==> src/rtl/rx_gearbox_pkg.sv <==
// Shared definitions for the receive gearbox: FSM states, preamble/SFD
// patterns and the end-of-frame byte-count encoding.
package rx_gearbox_pkg;

   typedef enum logic [1:0] {
      ST_IDLE     = 2'd0,
      ST_PREAMBLE = 2'd1,
      ST_DATA     = 2'd2,
      ST_DROP     = 2'd3
   } state_t;

   localparam logic [7:0] PREAMBLE_BYTE = 8'h55;
   localparam logic [7:0] SFD_BYTE      = 8'hD5;
   localparam logic [3:0] PREAMBLE_NIB  = 4'h5;
   localparam logic [3:0] SFD_NIB       = 4'hD;

   // Valid bytes in the eop word; a full word encodes as zero
   localparam logic [1:0] MOD_4 = 2'b00;
   localparam logic [1:0] MOD_1 = 2'b01;
   localparam logic [1:0] MOD_2 = 2'b10;
   localparam logic [1:0] MOD_3 = 2'b11;

   // Map the number of bytes held in a partial word onto the mod code
   function automatic logic [1:0] cnt_to_mod(input logic [1:0] cnt);
      case (cnt)
         2'd1:    return MOD_1;
         2'd2:    return MOD_2;
         2'd3:    return MOD_3;
         default: return MOD_4;
      endcase
   endfunction

   // GMII DDR capture delivers the byte with its nibbles exchanged
   function automatic logic [7:0] nibble_swap(input logic [7:0] d);
      return {d[3:0], d[7:4]};
   endfunction

endpackage

==> src/rtl/rx_gearbox_if.sv <==
// Word-stream output bus of the receive gearbox.
interface rx_gearbox_if;

   logic [31:0] int_data_o;
   logic        int_valid_o;
   logic        int_sop_o;
   logic        int_eop_o;
   logic [1:0]  int_mod_o;
   logic        int_err_o;

   modport master (
      output int_data_o, int_valid_o, int_sop_o, int_eop_o, int_mod_o, int_err_o
   );

   modport slave (
      input  int_data_o, int_valid_o, int_sop_o, int_eop_o, int_mod_o, int_err_o
   );

endinterface

==> src/rtl/rx_byte_assembler.sv <==
// Turns the GMII receive lane into a byte stream: a swapped byte per clock in
// giga mode, or two nibbles (low first) per byte in 10/100 mode.
module rx_byte_assembler
   import rx_gearbox_pkg::*;
(
   input  logic       clk,
   input  logic       rst,
   input  logic       i_giga,
   input  logic       i_en,
   input  logic       i_clear,
   input  logic [7:0] i_data,
   output logic [7:0] o_byte,
   output logic       o_byte_vld,
   output logic       o_odd
);

   logic [3:0] r_nib;
   logic       r_phase;

   // Hold the first (low) nibble until its partner arrives; i_clear realigns
   // so the first nibble after the SFD is always treated as a low nibble
   always_ff @(posedge clk or posedge rst) begin
      if (rst) begin
         r_nib   <= 4'h0;
         r_phase <= 1'b0;
      end else if (i_clear) begin
         r_phase <= 1'b0;
      end else if (i_en && !i_giga) begin
         if (!r_phase) begin
            r_nib   <= i_data[3:0];
            r_phase <= 1'b1;
         end else begin
            r_phase <= 1'b0;
         end
      end
   end

   assign o_byte     = i_giga ? nibble_swap(i_data) : {i_data[3:0], r_nib};
   assign o_byte_vld = i_en && !i_clear && (i_giga || r_phase);
   assign o_odd      = r_phase;

endmodule

==> src/rtl/rx_gearbox.sv <==
// GMII / MII receive gearbox: strips preamble and SFD, packs payload bytes
// big-endian into 32-bit words and marks sop/eop/mod/err on the word stream.
module rx_gearbox
   import rx_gearbox_pkg::*;
(
   input  logic          rst,
   input  logic          clk,
   input  logic          phy_giga_mode,
   input  logic          gmii_ctrl,
   input  logic [7:0]    gmii_data,
   rx_gearbox_if.master  rx_out
);

   state_t      r_state;
   logic        r_giga;
   logic        r_ctrl_d;
   logic        r_prev5;
   logic [31:0] r_word;
   logic [1:0]  r_cnt;
   logic [31:0] r_hold;
   logic        r_hold_vld;
   logic        r_first;

   logic [31:0] r_data;
   logic        r_valid;
   logic        r_sop;
   logic        r_eop;
   logic [1:0]  r_mod;
   logic        r_err;

   logic        w_mode;
   logic        w_clear;
   logic [7:0]  w_byte;
   logic        w_byte_vld;
   logic        w_odd;
   logic [3:0]  w_nib;

   // Mode follows the pin while idle and is frozen for the rest of the frame
   assign w_mode  = (r_state == ST_IDLE) ? phy_giga_mode : r_giga;
   assign w_clear = (r_state != ST_DATA);
   assign w_nib   = gmii_data[3:0];

   rx_byte_assembler u_asm (
      .clk        (clk),
      .rst        (rst),
      .i_giga     (w_mode),
      .i_en       (gmii_ctrl),
      .i_clear    (w_clear),
      .i_data     (gmii_data),
      .o_byte     (w_byte),
      .o_byte_vld (w_byte_vld),
      .o_odd      (w_odd)
   );

   // Frame FSM, word packing and registered output strobes
   always_ff @(posedge clk or posedge rst) begin
      if (rst) begin
         r_state    <= ST_IDLE;
         r_giga     <= 1'b0;
         // Treat dv as already high so a frame in flight at release is ignored
         r_ctrl_d   <= 1'b1;
         r_prev5    <= 1'b0;
         r_word     <= '0;
         r_cnt      <= '0;
         r_hold     <= '0;
         r_hold_vld <= 1'b0;
         r_first    <= 1'b0;
         r_data     <= '0;
         r_valid    <= 1'b0;
         r_sop      <= 1'b0;
         r_eop      <= 1'b0;
         r_mod      <= MOD_4;
         r_err      <= 1'b0;
      end else begin
         r_ctrl_d <= gmii_ctrl;
         r_data   <= '0;
         r_valid  <= 1'b0;
         r_sop    <= 1'b0;
         r_eop    <= 1'b0;
         r_mod    <= MOD_4;
         r_err    <= 1'b0;

         case (r_state)
            ST_IDLE: begin
               r_giga <= phy_giga_mode;
               // The first dv beat is taken as preamble; only the 5 of a
               // nibble preamble matters for SFD alignment
               if (gmii_ctrl && !r_ctrl_d) begin
                  r_state <= ST_PREAMBLE;
                  r_prev5 <= (w_nib == PREAMBLE_NIB);
               end
            end

            ST_PREAMBLE: begin
               if (!gmii_ctrl) begin
                  r_state <= ST_IDLE;
               end else if (r_giga) begin
                  if (w_byte == SFD_BYTE) begin
                     r_state    <= ST_DATA;
                     r_word     <= '0;
                     r_cnt      <= '0;
                     r_hold_vld <= 1'b0;
                     r_first    <= 1'b1;
                  end else if (w_byte != PREAMBLE_BYTE) begin
                     r_state <= ST_DROP;
                     r_err   <= 1'b1;
                  end
               end else begin
                  if (w_nib == PREAMBLE_NIB) begin
                     r_prev5 <= 1'b1;
                  end else if (w_nib == SFD_NIB && r_prev5) begin
                     r_state    <= ST_DATA;
                     r_word     <= '0;
                     r_cnt      <= '0;
                     r_hold_vld <= 1'b0;
                     r_first    <= 1'b1;
                  end else begin
                     r_state <= ST_DROP;
                     r_err   <= 1'b1;
                  end
               end
            end

            ST_DATA: begin
               if (!gmii_ctrl) begin
                  r_state    <= ST_IDLE;
                  r_hold_vld <= 1'b0;
                  // A dangling nibble is reported alongside the final word
                  if (r_hold_vld) begin
                     r_data  <= r_hold;
                     r_valid <= 1'b1;
                     r_sop   <= r_first;
                     r_eop   <= 1'b1;
                     r_mod   <= MOD_4;
                     r_err   <= w_odd;
                  end else if (r_cnt != 2'd0) begin
                     r_data  <= r_word;
                     r_valid <= 1'b1;
                     r_sop   <= r_first;
                     r_eop   <= 1'b1;
                     r_mod   <= cnt_to_mod(r_cnt);
                     r_err   <= w_odd;
                  end else begin
                     r_err   <= 1'b1;
                  end
               end else if (w_byte_vld) begin
                  // A full word waits in r_hold until we know it is not the last
                  if (r_hold_vld) begin
                     r_data     <= r_hold;
                     r_valid    <= 1'b1;
                     r_sop      <= r_first;
                     r_first    <= 1'b0;
                     r_hold_vld <= 1'b0;
                  end
                  case (r_cnt)
                     2'd0: begin
                        r_word[31:24] <= w_byte;
                        r_cnt         <= 2'd1;
                     end
                     2'd1: begin
                        r_word[23:16] <= w_byte;
                        r_cnt         <= 2'd2;
                     end
                     2'd2: begin
                        r_word[15:8] <= w_byte;
                        r_cnt        <= 2'd3;
                     end
                     default: begin
                        r_hold     <= {r_word[31:8], w_byte};
                        r_hold_vld <= 1'b1;
                        r_word     <= '0;
                        r_cnt      <= 2'd0;
                     end
                  endcase
               end
            end

            ST_DROP: begin
               if (!gmii_ctrl) begin
                  r_state <= ST_IDLE;
               end
            end

            default: r_state <= ST_IDLE;
         endcase
      end
   end

   assign rx_out.int_data_o  = r_data;
   assign rx_out.int_valid_o = r_valid;
   assign rx_out.int_sop_o   = r_sop;
   assign rx_out.int_eop_o   = r_eop;
   assign rx_out.int_mod_o   = r_mod;
   assign rx_out.int_err_o   = r_err;

endmodule

==> src/flat_wrapper.sv <==
// flat-port wrapper written by rule: the top's interface ports become plain ports
module rx_gearbox_flat import rx_gearbox_pkg::*;
  (rst, clk, phy_giga_mode, gmii_ctrl, gmii_data, rx_out_int_data_o, rx_out_int_valid_o, rx_out_int_sop_o, rx_out_int_eop_o, rx_out_int_mod_o, rx_out_int_err_o);
  rx_gearbox_if rx_out_i ();
  input  logic rst;
  input  logic clk;
  input  logic phy_giga_mode;
  input  logic gmii_ctrl;
  input  logic [7:0] gmii_data;
  output wire logic [$bits(rx_out_i.int_data_o)-1:0] rx_out_int_data_o;
  output wire logic [$bits(rx_out_i.int_valid_o)-1:0] rx_out_int_valid_o;
  output wire logic [$bits(rx_out_i.int_sop_o)-1:0] rx_out_int_sop_o;
  output wire logic [$bits(rx_out_i.int_eop_o)-1:0] rx_out_int_eop_o;
  output wire logic [$bits(rx_out_i.int_mod_o)-1:0] rx_out_int_mod_o;
  output wire logic [$bits(rx_out_i.int_err_o)-1:0] rx_out_int_err_o;
  assign rx_out_int_data_o = rx_out_i.int_data_o;
  assign rx_out_int_valid_o = rx_out_i.int_valid_o;
  assign rx_out_int_sop_o = rx_out_i.int_sop_o;
  assign rx_out_int_eop_o = rx_out_i.int_eop_o;
  assign rx_out_int_mod_o = rx_out_i.int_mod_o;
  assign rx_out_int_err_o = rx_out_i.int_err_o;
  rx_gearbox u_core (.rst(rst), .clk(clk), .phy_giga_mode(phy_giga_mode), .gmii_ctrl(gmii_ctrl), .gmii_data(gmii_data), .rx_out(rx_out_i));
endmodule
==> config.mk <==
export PLATFORM = sky130hd
export DESIGN_NAME = rx_gearbox_flat
export DESIGN_NICKNAME = d
export VERILOG_FILES = /design/src/rtl/rx_gearbox_pkg.sv /design/src/rtl/rx_gearbox_if.sv /design/src/rtl/rx_byte_assembler.sv /design/src/rtl/rx_gearbox.sv /design/src/flat_wrapper.sv
export SDC_FILE = /design/constraint.sdc
export NUM_CORES = 1
export LEC_CHECK = 0
export BUFFER_PORTS_ARGS = -buffer_cell sky130_fd_sc_hd__buf_2
export CAP_MARGIN = 10
export CORE_MARGIN = 4
export CORE_UTILIZATION = 30
export DETAILED_ROUTE_END_ITERATION = 10
export SYNTH_ARGS = -nofsm -noshare
export SYNTH_HDL_FRONTEND = slang
export SYNTH_SLANG_ARGS = --single-unit
==> constraint.sdc <==
create_clock -name clk -period 8.8 [get_ports clk]
set_clock_uncertainty 0.2 [all_clocks]
set_input_delay 0 -clock clk [delete_from_list [all_inputs] [get_ports clk]]
set_output_delay 0 -clock clk [all_outputs]
set_load 0.01 [all_outputs]
After elaboration in Yosys (flattened, before gate mapping)
Cells that the tools add are included.
{"block": "classes", "add_sub_neg": 0, "mul": 0, "n_div": 0, "order_cmp": 0, "eq_ne": 29, "shift": 0, "n_mux": 93, "bitwise_logic": 3, "n_reduce_logical": 31}
{"cell": "$mux W32", "n": 13}
{"cell": "$pmux W32 S2", "n": 1}
{"cell": "$mux W1", "n": 48}
{"cell": "$pmux W8 S2", "n": 3}
{"cell": "$reduce_and A8 Y1", "n": 5}
{"cell": "$mux W2", "n": 18}
{"cell": "$ne A2 B2 Y1 const B", "n": 11}
{"cell": "$pmux W2 S3", "n": 3}
{"cell": "$eq A2 B2 Y1 const B", "n": 4}
{"cell": "$eq A8 B8 Y1 const B", "n": 1}
{"cell": "$mux W8", "n": 1}
{"cell": "$ne A8 B7 Y1 const B", "n": 1}
{"cell": "$pmux W1 S2", "n": 4}
{"cell": "$reduce_and A4 Y1", "n": 2}
{"cell": "$reduce_bool A2 Y1", "n": 4}
{"cell": "$reduce_or A2 Y1", "n": 4}
{"cell": "$reduce_and A7 Y1", "n": 1}
{"cell": "$ne A3 B3 Y1 const B", "n": 2}
{"cell": "$reduce_and A6 Y1", "n": 1}
{"cell": "$logic_and A1 B1 Y1", "n": 5}
{"cell": "$ne A5 B5 Y1 const B", "n": 1}
{"cell": "$reduce_and A5 Y1", "n": 1}
{"cell": "$eq A2 B1 Y1 const B", "n": 2}
{"cell": "$eq A4 B3 Y1 const B", "n": 1}
{"cell": "other kinds (13)", "n": 19}
{"block": "totals", "register_bits": 116, "latchBits": 0, "ramBits": 0, "mem_bits_ro": 0, "in_bits": 12, "out_inout_bits": 38, "word_cells": 176, "memories": 0}

Longest topological paths before layout
Gate-level depths: netlist of run 1.
{"block": "depth", "depth_word": 9, "mapped_depth": 9, "mapped_depth_nobuf": 8}

Modules after synthesis
From an unflattened synthesis of run 1, not the netlist that was laid out.
{"block": "unflattened", "cells_unflattened": 357, "area_unflattened_um2": 4697.0}
{"module": "rx_gearbox", "instances": 1, "cells_per_inst": 331, "area_per_inst_um2": 4362.9, "seq_area_each_um2": 2578.7}
{"module": "rx_byte_assembler", "instances": 1, "cells_per_inst": 26, "area_per_inst_um2": 334.1, "seq_area_each_um2": 125.1}

Worst setup path after synthesis of run 1
Ideal clock, no wire load.
{"block": "synth_path", "kind": "reg2reg", "from": "reg u_core.r_state[1]", "to": "reg u_core.r_state[0]", "setup_ps": 125, "arrival_ps": 2174, "required_ps": 8475, "slack_ps": 6301, "path_stages_with_launch": 8, "path_buffers": 0, "period_less_slack_ps": 2499, "cell_sequence": "dfrtp_1 > inv_1 > ha_1 > mux2i_4 > mux2i_1 > a2111oi_2 > a221oi_2 > mux2_2"}
{"block": "synth_via", "elab_chain_len": 8, "elab_cells_between_ends": 18, "classes_between": "eq/ne (9); mux (6); reduce/logical (3)"}
{"item": "start, declared", "line": "rx_gearbox.sv:14", "rtl": "state_t r_state;"}
{"item": "start signal, assigned", "line": "rx_gearbox.sv:58", "rtl": "r_state <= ST_IDLE;"}
{"item": "start signal, assigned", "line": "rx_gearbox.sv:89", "rtl": "r_state <= ST_PREAMBLE;"}
{"item": "start signal, assigned", "line": "rx_gearbox.sv:96", "rtl": "r_state <= ST_IDLE;"}
{"item": "$logic_not A2 Y1", "line": "rx_gearbox.sv:39, rx_gearbox.sv:83"}
{"item": "$mux W1", "line": "rx_gearbox.sv:39", "rtl": "assign w_mode = (r_state == ST_IDLE) ? phy_giga_mode : r_giga;"}
{"item": "$mux W4", "line": "rx_byte_assembler.sv:38", "rtl": "assign o_byte = i_giga ? nibble_swap(i_data) : {i_data[3:0], r_nib};"}
{"item": "$eq A8 B8 Y1", "line": "rx_gearbox.sv:98", "rtl": "if (w_byte == SFD_BYTE) begin"}
{"item": "$mux W2", "line": "rx_gearbox.sv:98"}
{"item": "$mux W2", "line": "rx_gearbox.sv:97", "rtl": "end else if (r_giga) begin"}
{"item": "$mux W2", "line": "rx_gearbox.sv:95", "rtl": "if (!gmii_ctrl) begin"}
{"item": "$pmux W2 S3", "line": "rx_gearbox.sv:83", "rtl": "case (r_state)"}
Several ways; a longest one is shown, not always the timed one.
A chain may end at the register's enable or synchronous reset.

Worst setup path in the final report of run 1
Ends and elaborated chain as after synthesis.

==> impl_metrics.ini, run 1 <==
[sta]
fin_crit_sh = 0.3309
whs_ns = 0.02013
worstMarginPinSlew_ns = 0.8161
max_freq_ghz = 0.3434
rsz0062_at_grt = no
setup-violations-final = 0
period_minus_slack_ns = 2.912
final_max_slew_viol_count = 0
tns_ns = 0
max_slew_margin = 0.4559
fin_ws_ns = 5.888
hold_viol = 0

[logic_synthesis]
yosysWarnings = 0
synth_edf_count = 0
synth_area_per_cell_um2 = 12.39
ys_types = 55
synth-seq-cells = 108
yosysSeqAreaShare = 0.5819
synthesis.nets = 395
synth_top_area_frac = 0.5762
synth_area_leaders = dfrtp_1 (58%), mux2_2 (8.0%), mux2i_1 (3.2%)
ys_async_sr_fraction = 1.000
yosysTopAreaCell = dfrtp_1
synth_cells = 375
synth_flop_cell = dfrtp_1
synth_area_um2 = 4647

[pwr]
irDropWorstVdd_uv = 159.5
totalPowerFinal_mw = 1.252
power.leakage_nw = 2.591
power_density_nw_per_um2 = 231.5

[min_path]
worstHoldPathType = in -> reg
hp-start = gmii_data[6]

[cells_and_area]
postLayoutCoreUtil = 0.3557
stdcell_count = 617
num_antenna_cells = 0
stdcell_area_um2 = 5408
area_growth_pct = 16.37
num-nets-final = 445
drive_gt1_frac = 0.2634

[worst_setup_path]
criticalPathCategory = reg -> reg
endpoint_kind = flop
critical-path-top-delay-family = multiplexers
cp_slowest_cell = mux2i_1
cp.arrival_ns = 2.94
crit_chain = inv_1 -> ha_1 -> mux2i_4 -> mux2i_1 -> a2111oi_2 -> a221oi_2 -> mux2_2
cpPeakStageDelay_ns = 0.53
cp.buffers_inverters = 1
crit_path_start = u_core.r_state[1]
worstReg2RegStart = u_core.r_state[1]
startpoint_type = flop
critical_path_required_ns = 8.83
r2r_slack_ns = 5.89
crit_fanout = 7

[floorplanning]
rows = 45
die-area_um2 = 17550
die_w_um = 132.5
core_area_um2 = 15200
initial_core_util = 0.3057
io_pins = 50
fp.dieH_um = 132.5

[placed_design]
place.gp.congestion = 0.8345
io_buffers = 49
dp_cells = 593
placed_area_um2 = 5050
post-place-ws_ns = 5.884
place_hpwl_mm = 6.950

[clock_network]
clk_pin_slew_worst_paths_ns = 0.07
cts_sinks = 108
cts_setup_buffers = 0
clk_latency_ns = 0.34
cts_buffer_depth = 2
htree_levels = 3
cts_tree = done
clock-root-buffer = clkbuf_16
numCtsBuffers = 9

[global_routing]
grt_pass1_wl_mm = 16.93
grt_overflow = 0
grt_usage = 0.1217
first_global_vias = 3124
grt_max_degree = 62
antenna_found_initial = 0

[route]
wirelength_mm = 10.36
num_vias = 3076
viasPerCell = 4.985
wl_per_cell_um = 16.79
post-route-drc-count = 0
dr.pass1.iters = 4
postRouteAntennaNets = 0
drt_iter0_markers = 233

[flow_run]
max_cap_violations = 0

[run_status]
status = completed
## area by class of cell
type                    instances  area (um2)
well taps                     188       235.2
inverters                      10       40.04
multi-input cells             236        1810
repair buffers                 60       355.3
clock inverters                 1       8.758
fillers                      1501        9794
flip-flops and latches        108        2704
clock buffers                  14       254.0
## sequential cells by signal, indices dropped and copies added, names as in the netlist, 2 cells and up
signal and count:
u_core.r_hold 32, u_core.r_word 24, u_core.u_asm.r_nib 4, u_core.rx_out.int_data_o 32, u_core.r_cnt 2, u_core.r_state 2
u_core.rx_out.int_mod_o 2
## path summary, 6_finish.rpt
check,endpoint,cells past startpoint
setup / recovery,u_core.r_state[0],7
hold reg to reg,u_core.r_hold[2],2
setup reg to reg,u_core.r_state[0],7
min in group asynchronous,u_core.rx_out.int_data_o[3],3
hold / removal,u_core.r_word[18],3
max in group asynchronous,u_core.r_hold[20],4
## routing by layer
metal,track usage,up-vias,wire length (um)
met5,0,-,0
met4,0.04099,0,173
met3,0.03156,14,454
met2,0.1892,60,4883
met1,0.1661,1543,4850
li1,-,1459,-
## synthesized netlist by cell type, types with 2 or more instances
master       n
clkbuf_1    12
o21a_1       2
o31ai_1      5
inv_1        9
nor3_1       2
and2_1       3
nand3_1     12
nor3b_1      2
dfrtp_1    107
nor2_1      33
nand2_1     16
a32o_1       2
ha_1         8
a22oi_1     16
and4bb_2     2
buf_2        7
mux2_2      33
nand3b_1     2
o21ai_0     20
o41ai_1      5
a22o_1      10
o2bb2ai_1    9
mux2i_1     15
and3_1      10
nand2b_1     3
## tightest hold or removal path, cell delays in order
cell,delay [ns]
buf_2,0.09
mux2i_1,0.23
o2bb2ai_1,0.21
## logic make-up (layout without fill, tap and decap cells)
family | count (synthesis) | count (layout) | share of synthesized area
AO/OA/AOI/OAI | 81 | 81 | 0.1357
XOR/XNOR | 1 | 1 | 0.001885
adder cells (fa/ha/maj) | 8 | 8 | 0.02154
buffers and inverters | 31 | 85 | 0.02854
flip-flops | 108 | 108 | 0.5819
multiplexers | 51 | 51 | 0.1228
AND/OR/NAND/NOR | 95 | 95 | 0.1077
## report_power, final
part,switching [mW],internal [mW]
Combinational,0.212,0.112
Clock,0.167,0.199
Sequential,0.0341,0.528
## cell usage in the layout, fill, tap and decap left out, types with 3 or more instances in the layout
cell and n:
clkbuf_16 9, and3_1 10, nand2b_1 3, nand2_1 16, o2bb2ai_1 9, buf_2 49
o41ai_1 5, nor2_1 33, dlygate4sd3_1 8, nand3_1 12, mux2_2 33, inv_1 8
o31ai_1 5, and2_1 3, ha_1 8, dfrtp_1 107, a22oi_1 16, a22o_1 10
mux2i_1 15, o21ai_0 20, clkbuf_1 4
## timing repair
item | in CTS | in global routing
hold buffers | 8 | 0
endpoints found under the hold margin | 71 | 0
gates resized for setup | 0 | 0
Note: power is estimated with default switching activity, not from simulation.
==> inputs of run 2 (changes only) <==
==> constraint.sdc (replaced) <==
create_clock -name clk -period 2.9 [get_ports clk]
set_clock_uncertainty 0.2 [all_clocks]
set_input_delay 0 -clock clk [delete_from_list [all_inputs] [get_ports clk]]
set_output_delay 0 -clock clk [all_outputs]
set_load 0.01 [all_outputs]
==> impl_metrics.ini, run 2 (synthesis results as in run 1) <==
[worst_setup_path]
endpoint_kind = flop
cp_slowest_cell = mux2i_4
critical_path_required_ns = 2.94
cpPeakStageDelay_ns = 0.42
crit_chain = inv_1 -> ha_1 -> mux2i_4 -> mux2i_2 -> a2111oi_2 -> a221oi_2 -> mux2_2
r2r_slack_ns = 0.18
cp.arrival_ns = 2.76
startpoint_type = flop
worstReg2RegStart = u_core.r_state[1]
critical-path-top-delay-family = multiplexers
criticalPathCategory = reg -> reg
timing.rr.end = u_core.r_state[0]
crit_path_start = u_core.r_state[1]
rr_worst_depth = 7
cp.buffers_inverters = 1
crit_fanout = 7

[sta]
max_freq_ghz = 0.3676
period_minus_slack_ns = 2.721
rsz0062_at_grt = no
tns_ns = 0
final_max_slew_viol_count = 0
fin_crit_sh = 0.9382
setup-violations-final = 0
hold_viol = 0
max_slew_margin = 0.5216
worstMarginPinSlew_ns = 0.7175

[cells_and_area]
stdcell_area_um2 = 5607
mostFrequentLayoutCells = dfrtp_1 (107), buf_2 (49), mux2_2 (33), nor2_1 (33), o21ai_0 (20)
postLayoutCoreUtil = 0.3688
drive_gt1_frac = 0.2905
num-nets-final = 459
area_growth_pct = 20.65
layout_commonest_cell = dfrtp_1
num_antenna_cells = 0

[global_routing]
grt_max_degree = 50
grt_usage = 0.1241
antenna_found_initial = 0
grt_pass1_wl_mm = 17.25
first_global_vias = 3296
grt_overflow = 0

[route]
drt_iter0_markers = 189
wirelength_mm = 10.37
top_layer = met4
dr.pass1.iters = 4
post-route-drc-count = 0
viasPerCell = 4.875
num_vias = 3081
met3_length_um = 571
wl_per_cell_um = 16.40
postRouteAntennaNets = 0
wl_met2_mm = 4.823
wl_met1_mm = 4.708

[clock_network]
numCtsBuffers = 9
clock-root-buffer = clkbuf_16
clk_pin_slew_worst_paths_ns = 0.07
cts_buffer_depth = 2
cts_tree = done
clk_latency_ns = 0.35
cts_setup_buffers = 0
htree_levels = 3
cts_sinks = 108

[placed_design]
place_hpwl_mm = 7.147
io_buffers = 49
place.gp.congestion = 0.8517
placed_area_um2 = 5166

[floorplanning]
fp.dieH_um = 132.5
io_pins = 50
core_area_um2 = 15200
rows = 45
die-area_um2 = 17550
die_w_um = 132.5
initial_core_util = 0.3057

[pwr]
irDropWorstVdd_uv = 482.2
power_density_nw_per_um2 = 726.4
power.leakage_nw = 2.690

[flow_run]
max_cap_violations = 0

[min_path]
worstHoldPathType = in -> async

[run_status]
status = completed
run 2: cell count changes in the layout (fill, tap and decap cells not counted), sizes merged:
| cell | delta |
|---|---|
| buf | +11 |
| bufinv | +2 |
| clkbuf | -3 |
| clkinvlp | +2 |
| dlygate4sd3 | +3 |
run 2: how the worst max path moves through the flow:
stage,end,cells after the start
2_1_floorplan,u_core.r_state[0],7
3_3_place_gp,u_core.r_state[1],7
3_5_place_dp,u_core.r_state[0],7
4_1_cts,u_core.r_state[0],7
5_1_grt,u_core.r_state[0],7
6_report,u_core.r_state[0],7
run 2: final cells by class:
class,instances,area [um2]
Clock buffer,11,242.7
Clock inverter,5,83.83
Fill cell,1503,9595
Inverter,10,41.29
Multi-Input combinational cell,236,1814
Sequential cell,108,2704
Tap cell,188,235.2
Timing Repair Buffer,74,485.5
run 2: per-layer routing:
layer  vias to the layer above  track usage
li1                       1483            -
met1                      1502       0.1637
met2                        74       0.1900
met3                        22      0.03574
met4                         0      0.05600
met5                         -            0
run 2: power breakdown:
part | internal [mW] | total [mW] | leakage, nW | switching [mW]
Clock | 0.785 | 1.33 | 0.158 | 0.541
Combinational | 0.401 | 1.04 | 1.04 | 0.642
Sequential | 1.60 | 1.70 | 1.49 | 0.103
Total | 2.79 | 4.07 | 2.69 | 1.29
run 2: stage by stage:
stage                     total power, mW  setup slack (ns)  cells  hold WS, ns
after floorplan                     2.462            0.4013    375      -0.1955
after global routing                4.297           0.05382    632       0.1307
after global placement              2.734            0.1951    605     -0.07816
after CTS                           4.118           0.08697    632       0.1029
final                               4.073            0.1793    632      0.07777
after detailed placement            2.765            0.1000    605     -0.06480
run 2: worst reg2reg max path: stages, from the launching register on:
cell and delay (ns):
dfrtp_1 0.41, inv_1 0.10, ha_1 0.34, mux2i_4 0.42, mux2i_2 0.39, a2111oi_2 0.13
a221oi_2 0.24, mux2_2 0.36
run 2: what timing repair did:
item,CTS,global route
hold buffers,11,0
resized for setup,0,1
endpoints found under the setup margin,0,2
hold endpoints to repair,67,0
